## config.mk

```make
export PLATFORM = sky130hd
export DESIGN_NAME = sar_compare_ctrl
export DESIGN_NICKNAME = d
export VERILOG_FILES = /design/src/rtl/cmp_pkg.sv /design/src/rtl/sar_compare_ctrl.sv
export SDC_FILE = /design/constraint.sdc
export NUM_CORES = 1
export LEC_CHECK = 0
export CAP_MARGIN = 20
export CORE_MARGIN = 5
export CORE_UTILIZATION = 51
export DETAILED_ROUTE_END_ITERATION = 6
export PLACE_DENSITY_LB_ADDON = 0.15
export SLEW_MARGIN = 40
export SYNTH_ARGS = -nofsm -noshare
export SYNTH_HDL_FRONTEND = slang
export SYNTH_SLANG_ARGS = --single-unit
export TNS_END_PERCENT = 10
```

## constraint.sdc

```tcl
create_clock -name clk -period 2.7 [get_ports clk]
set_input_delay 0.54 -clock clk [delete_from_list [all_inputs] [get_ports clk]]
set_output_delay 0.54 -clock clk [all_outputs]
set_load 0.05 [all_outputs]
```

## src/rtl/cmp_pkg.sv

```systemverilog
// Shared types for the SAR comparator controller: FSM states and the {gt,lt,eq} flag encoding.
// Pure declarations; no timing or flow control of its own.
package cmp_pkg;

  typedef enum logic [1:0] {IDLE, TRY, DONE} state_t;

  // Comparator flag vector, ordered {gt, lt, eq}
  typedef logic [2:0] flags_t;

  localparam flags_t GT = 3'b100;
  localparam flags_t LT = 3'b010;
  localparam flags_t EQ = 3'b001;

  function automatic logic flags_onehot(input flags_t f);
    return (f == GT) || (f == LT) || (f == EQ);
  endfunction

endpackage

```

## src/rtl/sar_compare_ctrl.sv

```systemverilog
// SAR search of comparator operand A, MSB first; CMP_LAT cycles per bit, eq exits early.
// start is ignored while busy (no queueing); done is a one-cycle pulse with result held until next start.
module sar_compare_ctrl
  import cmp_pkg::*;
#(
  parameter int WIDTH   = 4,
  parameter int CMP_LAT = 2
) (
  input  logic             clk,
  input  logic             rst_n,
  input  logic             start,
  input  logic             cmp_gt,
  input  logic             cmp_lt,
  input  logic             cmp_eq,
  output logic [WIDTH-1:0] trial,
  output logic             busy,
  output logic             done,
  output logic [WIDTH-1:0] result,
  output logic             exact,
  output logic             err
);

  localparam int IW = (WIDTH > 1) ? $clog2(WIDTH) : 1;
  localparam logic [3:0] WLOAD = 4'(CMP_LAT - 1);
  localparam logic [WIDTH-1:0] MSB_CODE = WIDTH'(1) << (WIDTH - 1);

  state_t        state;
  logic [IW-1:0] bit_idx;
  logic [3:0]    wcnt;
  flags_t        flags;

  logic [WIDTH-1:0] trial_upd;  // trial after deciding the current bit
  logic [WIDTH-1:0] trial_nxt;  // trial_upd with the next lower bit set

  assign flags = {cmp_gt, cmp_lt, cmp_eq};

  always_comb begin
    trial_upd = trial;
    if (flags == LT) trial_upd[bit_idx] = 1'b0;
    trial_nxt = trial_upd;
    if (bit_idx != '0) trial_nxt[bit_idx - IW'(1)] = 1'b1;
  end

  always_ff @(posedge clk or negedge rst_n) begin
    if (!rst_n) begin
      state   <= IDLE;
      trial   <= '0;
      bit_idx <= '0;
      wcnt    <= '0;
      busy    <= 1'b0;
      done    <= 1'b0;
      result  <= '0;
      exact   <= 1'b0;
      err     <= 1'b0;
    end else begin
      done <= 1'b0;
      case (state)
        IDLE: begin
          if (start) begin
            state   <= TRY;
            trial   <= MSB_CODE;
            bit_idx <= IW'(WIDTH - 1);
            wcnt    <= WLOAD;
            busy    <= 1'b1;
            exact   <= 1'b0;
            err     <= 1'b0;
          end
        end
        TRY: begin
          if (wcnt != '0) begin
            wcnt <= wcnt - 4'd1;
          end else if (!flags_onehot(flags)) begin
            state  <= DONE;
            done   <= 1'b1;
            result <= trial;
            err    <= 1'b1;
            exact  <= 1'b0;
          end else if (flags == EQ) begin
            state  <= DONE;
            done   <= 1'b1;
            result <= trial;
            exact  <= 1'b1;
          end else if (bit_idx == '0) begin
            state  <= DONE;
            done   <= 1'b1;
            trial  <= trial_upd;
            result <= trial_upd;
            exact  <= 1'b0;
          end else begin
            trial   <= trial_nxt;
            bit_idx <= bit_idx - IW'(1);
            wcnt    <= WLOAD;
          end
        end
        DONE: begin
          // Always drop to IDLE for at least one edge before the next accept
          state <= IDLE;
          busy  <= 1'b0;
          trial <= '0;
        end
        default: begin
          state <= IDLE;
          busy  <= 1'b0;
          trial <= '0;
        end
      endcase
    end
  end

endmodule

```

Word-level counts from Yosys, hierarchy flattened
Cells that the tools add are included.
{ "totals": {"regBits": 20, "in_bits": 6, "output_inout_bits": 12, "elab_cells": 101} }
{ "classes": {"addsub": 2, "n_lt_le_gt_ge": 4, "eq_ne": 15, "muxes": 49, "bitwise_logic": 5, "reduce_logical": 17} }
{ "op_table": {"columns": ["operator", "count"], "rows": [
  ["2-to-1 mux 4 bit", 15],
  ["2-to-1 mux 2 bit", 10],
  ["case mux 4 bit (2 select lines)", 2],
  ["2-to-1 mux 1 bit", 15],
  ["!= test 2 bit, second input constant", 6],
  ["AND reduction 4 bit", 3],
  ["!= test 3 bit, second input constant", 3],
  ["case mux 2 bit (2 select lines)", 2],
  ["less-than comparator 2 x 3 -> 1 bit, second input constant", 2],
  ["case mux 1 bit (2 select lines)", 3],
  ["AND reduction 3 bit", 2],
  ["AND reduction 6 bit", 1],
  ["AND reduction 5 bit", 1],
  ["bitwise AND 4 bit", 1],
  ["demux 1 bit (select 2 bit)", 2],
  [">= comparator 2 x 1 -> 1 bit, second input constant", 2],
  ["logical NOT 2 bit", 2],
  ["!= test 4 bit, second input constant", 1],
  ["NOT 4 bit", 1],
  ["OR 4 bit", 1],
  ["nonzero test 2 bit", 2],
  ["nonzero test 4 bit", 1],
  ["subtractor 4 x 1 -> 4 bit, second input constant", 1],
  ["equality test 3 x 1 -> 1 bit, second input constant", 1],
  ["9 further kinds", 12]
]} }

Depth between registers and ports, before layout
{ "logic_depth": {"depth_word": 14, "ltp_mapped": 7, "mapped_depth_nobuf": 6} }

Worst setup path before layout
Ideal clock, no wire load.
{ "synth_timing": {"path_kind": "register to register", "startpoint": "reg wcnt[0]", "endpoint": "reg trial[2]", "setup_time_ns": 0.122, "arrival_time_ns": 1.764, "t_required_ns": 2.578, "setup_slack_ns": 0.814, "stages_incl_launch_ff": 7, "path_buffers": 0, "period_less_slack_ns": 1.886, "path_cell_list": "dfrtp_1 inv_1 ha_1 or3b_1 o41a_1 a22o_1 a32o_1"} }
{ "synth_via": {"elab_chain_len": 3} }
{ "synth_lines": {"columns": ["element", "line_no", "rtl"], "rows": [
  ["start, declared", "sar_compare_ctrl.sv:29", "logic [3:0] wcnt;"],
  ["start signal, assigned", "sar_compare_ctrl.sv:71", "wcnt <= wcnt - 4'd1;"],
  ["nonzero test 4 bit", "sar_compare_ctrl.sv:70", "if (wcnt != '0) begin"],
  ["!= test 2 bit (no line)", null, null],
  ["AND reduction 4 bit (no line)", null, null],
  ["end signal, assigned", "sar_compare_ctrl.sv:86", "trial <= trial_upd;"],
  ["end signal, assigned", "sar_compare_ctrl.sv:90", "trial <= trial_nxt;"],
  ["end, declared", "sar_compare_ctrl.sv:15", "output logic [WIDTH-1:0] trial,"]
]} }
No other way between the ends.
A chain may end at the register's enable or synchronous reset.

Worst setup path in the final report
{ "layout_timing": {"startpoint": "reg trial[2]", "endpoint": "out trial[2]"} }
No word-level cell between the ends.

==> flow_results.org <==
** Status
- The flow ran to the end, and the final reports show no timing, DRC or antenna violations.

** Global route
- The number of global-route vias before repair was between 800 and 900.
- Antenna violations before repair :: 0
- The first global-routing pass estimated around 4.0 mm of wire.
- Global routing finished with a remaining overflow of 0.
- Total Routing Usage GR :: 18.5%
- Largest net degree at the start of global routing :: 21

** Place
- Routability-driven placement congestion ratio :: between 0.8 and 0.9
- Including well taps, the total number of placed cells is around 160.
- IO buf count :: 17
- Summed over all nets, the half-perimeter wirelength after detailed placement is around 1.7 mm.
- Setup slack at placement :: 464 ps

** Worst hold path
- HP Class :: flop to flop

** Final layout
- Leaving out fill and tap cells, the most frequent cells in the layout are dfrtp_1, nand2_1, clkdlybuf4s50_1.
- Area growth from synthesis to final layout :: 23.9%
- At the end of the flow the core is filled with cells to between 60% and 70%.
- For this run, the post-layout net count is approximately 150.
- Layout cells sized above 1 :: 5.30%
- Most frequent standard cell in the layout excluding fill and tap cells :: dfrtp_1
- Cell Count, Final, Fillers Out :: between 150 and 200
- Storage element area :: between 500 and 600 um^2
- In the final layout, the multi-input gates occupy about 490 um^2.
- The repair_antennas step left the layout with diodes totalling 0.
- Fill cell instance count of the final layout :: 180

** Timing
- Summed over all failing endpoints, the final setup total negative slack is 0 ps.
- Transition time of the tightest slew-check pin :: roughly 730 ps
- Worst relative slew slack :: 51.2%
- Maximum clock frequency :: around 480 MHz
- Final critical-path required period :: between 2000 and 2500 ps
- Setup clock skew after layout :: approximately 12 ps
- Final count of negative-setup-slack endpoints :: 0
- Least setup slack across all paths after layout :: approximately 620 ps
- Count of final hold-check violations :: 0
- RSZ-0062 raised after global routing :: false
- Number of pins with negative max-slew slack in the final report :: 0
- The final critical path takes up approximately 77% of the cycle.

** Floorplanning
- Placeable core area :: about 2000 um^2
- Width of the chip :: approximately 55 um
- The initial utilization of the core area, before any placement, comes to between 50% and 60%.
- The floorplan step defined a die boundary enclosing approximately 3000 um^2.
- In this run the core area contains 16 standard-cell rows.
- Boundary Pins :: 18
- Overall die height :: between 50 and 60 um

** Clocking
- Sinks on the clock net :: 20
- The later pin in the worst-skew pair is clocked with a latency of 300 ps.
- Clock tree synthesis inserted a total of 3 buffers.
- The clock passes through at most 2 buffers.
- Post-cts hold buffer count :: 0
- Post-CTS timing repair inserted 0 buffers for setup.
- Cell at the root of the clock tree :: clkbuf_4
- # resized after CTS :: 0
- In this run the number of H-tree levels came out at 1.
- Clock-pin slew on the worst setup and hold paths :: roughly 100 ps
- TritonCTS built the clock tree.

** Worst setup path
- Required time reported for the critical path endpoint :: ~2200 ps
- Kind of start point of the critical path :: flop
- Setup crit end kind :: output pin
- In this run the worst path has a maximum fanout of 3.
- Signal arrival time at the worst endpoint :: 1540 ps
- Broken down by cell family, the worst path's largest delay share belongs to buffers and inverters.
- Worst path cell trace :: clkdlybuf4s50_1
- The critical path in this run is classified as flop to output pin.
- The slowest stage of the critical path is the clkdlybuf4s50_1 cell.
- Together, buffers and inverters on the worst path number 1.
- R2r setup slk :: 640 ps
- Stage delay of the slowest cell on the critical path :: between 800 and 900 ps

** Routing
- Routed length per instance :: 14.6 um
- Overall via count from detail_route :: 907
- The first routing iteration left 15 violations.
- In the routed design, unresolved DRC markers number 0.
- After detailed routing, the number of vias per cell comes to 5.70.
- The final layout contains routed wiring with a total length of between 2 and 2.5 mm.
- DR pass1 iterations :: 4
- In this run the remaining antenna-violating nets after routing total 0.

** Power and ir drop
- The analysis attributes to cell leakage a power of approximately 0.59 nW.
- Power spread over the standard cell area amounts to 1220 nW/um^2.
- Total power for the finished layout comes to 1.57 mW.
- Maximum resistive drop on vdd :: 0.000876 V

** Yosys
- The cell count after synthesis came out at 110.
- Register bit count reported by yosys :: 20
- Share of the yosys chip area belonging to registers :: 48.1%
- For this run, the leading register cell type out of synthesis is dfrtp_1.
- Yosys mapped a number of flops with a built-in enable equal to 0.
- Synth Area per Inst :: approximately 9.5 um^2
- The Yosys step of the flow raised 0 warnings.
- Counting distinct cell types in the post-synthesis netlist gives 30.
- Number of nets in the synthesized netlist :: 121
- Cell Area, Synth :: about 1000 um^2
- Share of flip-flops with an asynchronous set or reset :: between 90% and 100%

** Job
- Max capacitance violation total :: 0
## final timing paths
| check | from | end | depth (start not counted) |
|---|---|---|---|
| hold reg to reg | result[0] | result[0] | 2 |
| setup reg to reg | wcnt[0] | wcnt[0] | 6 |
| min in group asynchronous | rst_n | wcnt[3] | 2 |
| hold / removal | result[0] | result[0] | 2 |
| max in group asynchronous | rst_n | result[0] | 2 |
| setup / recovery | trial[2] | trial[2] | 1 |
## state kept, by name, indices dropped and copies added (netlist names)
register  count
exact         1
state         2
err           1
busy          1
wcnt          4
trial         4
done          1
result        4
bit_idx       2
## power breakdown
part           switching, mW  internal (mW)
clock                 0.0896         0.0520
sequential             0.106          0.421
combinational          0.571          0.334
## per-layer routing
layer / global-route usage (%) / vias up / wire [um]
met2: 28.0 / 27 / 960
li1: - / 445 / -
met3: 2.95 / 5 / 135
met1: 26.2 / 430 / 1180
met5: 0 / - / 0
met4: 7.69 / 0 / 37
## kinds of logic (layout without fill, tap and decap cells)
logic type               count (synthesis)  count (layout)  share of synthesized area [%]
AO/OA/AOI/OAI                           27              27                           18.8
adder cells (fa/ha/maj)                  5               5                           6.02
multiplexers                             1               1                          0.963
XOR/XNOR                                 1               1                          0.843
flip-flops                              20              20                           48.1
buffers and inverters                   12              34                           4.33
AND/OR/NAND/NOR                         44              44                           20.9
## metrics by stage
stage / hold slack, ps / area (um^2)
detailed placement: 476 / 1270
floorplan: 244 / 1040
global route: 539 / 1290
finish: 492 / 1290
CTS: 500 / 1290
global placement: 464 / 1270
## final cells by class
| class | instances | area share (%) |
|---|---|---|
| sequential | 20 | 38.8 |
| multi-input combinational | 78 | 38.3 |
| timing repair buffer | 21 | 15.5 |
| inverter | 10 | 2.91 |
| tap | 27 | 2.62 |
| clock buffer | 3 | 1.75 |
## synthesized netlist by cell type (all sizes together), types with 2 or more instances
| master | instances | area share [%] |
|---|---|---|
| a21o | 2 | 1.4 |
| nand3 | 3 | 1.4 |
| nand2b | 2 | 1.2 |
| nand2 | 18 | 6.5 |
| a32oi | 2 | 1.7 |
| o21ai | 6 | 2.9 |
| nor4b | 2 | 1.7 |
| inv | 10 | 3.6 |
| a22o | 2 | 1.7 |
| a21oi | 3 | 1.4 |
| a211oi | 3 | 2.2 |
| dfrtp | 20 | 48 |
| clkbuf | 2 | 0.72 |
| ha | 5 | 6.0 |
| a32o | 2 | 1.9 |
| nor3b | 3 | 2.2 |
| nor2 | 5 | 1.8 |
| nor3 | 8 | 3.9 |
(Power assumes the default switching activity.)
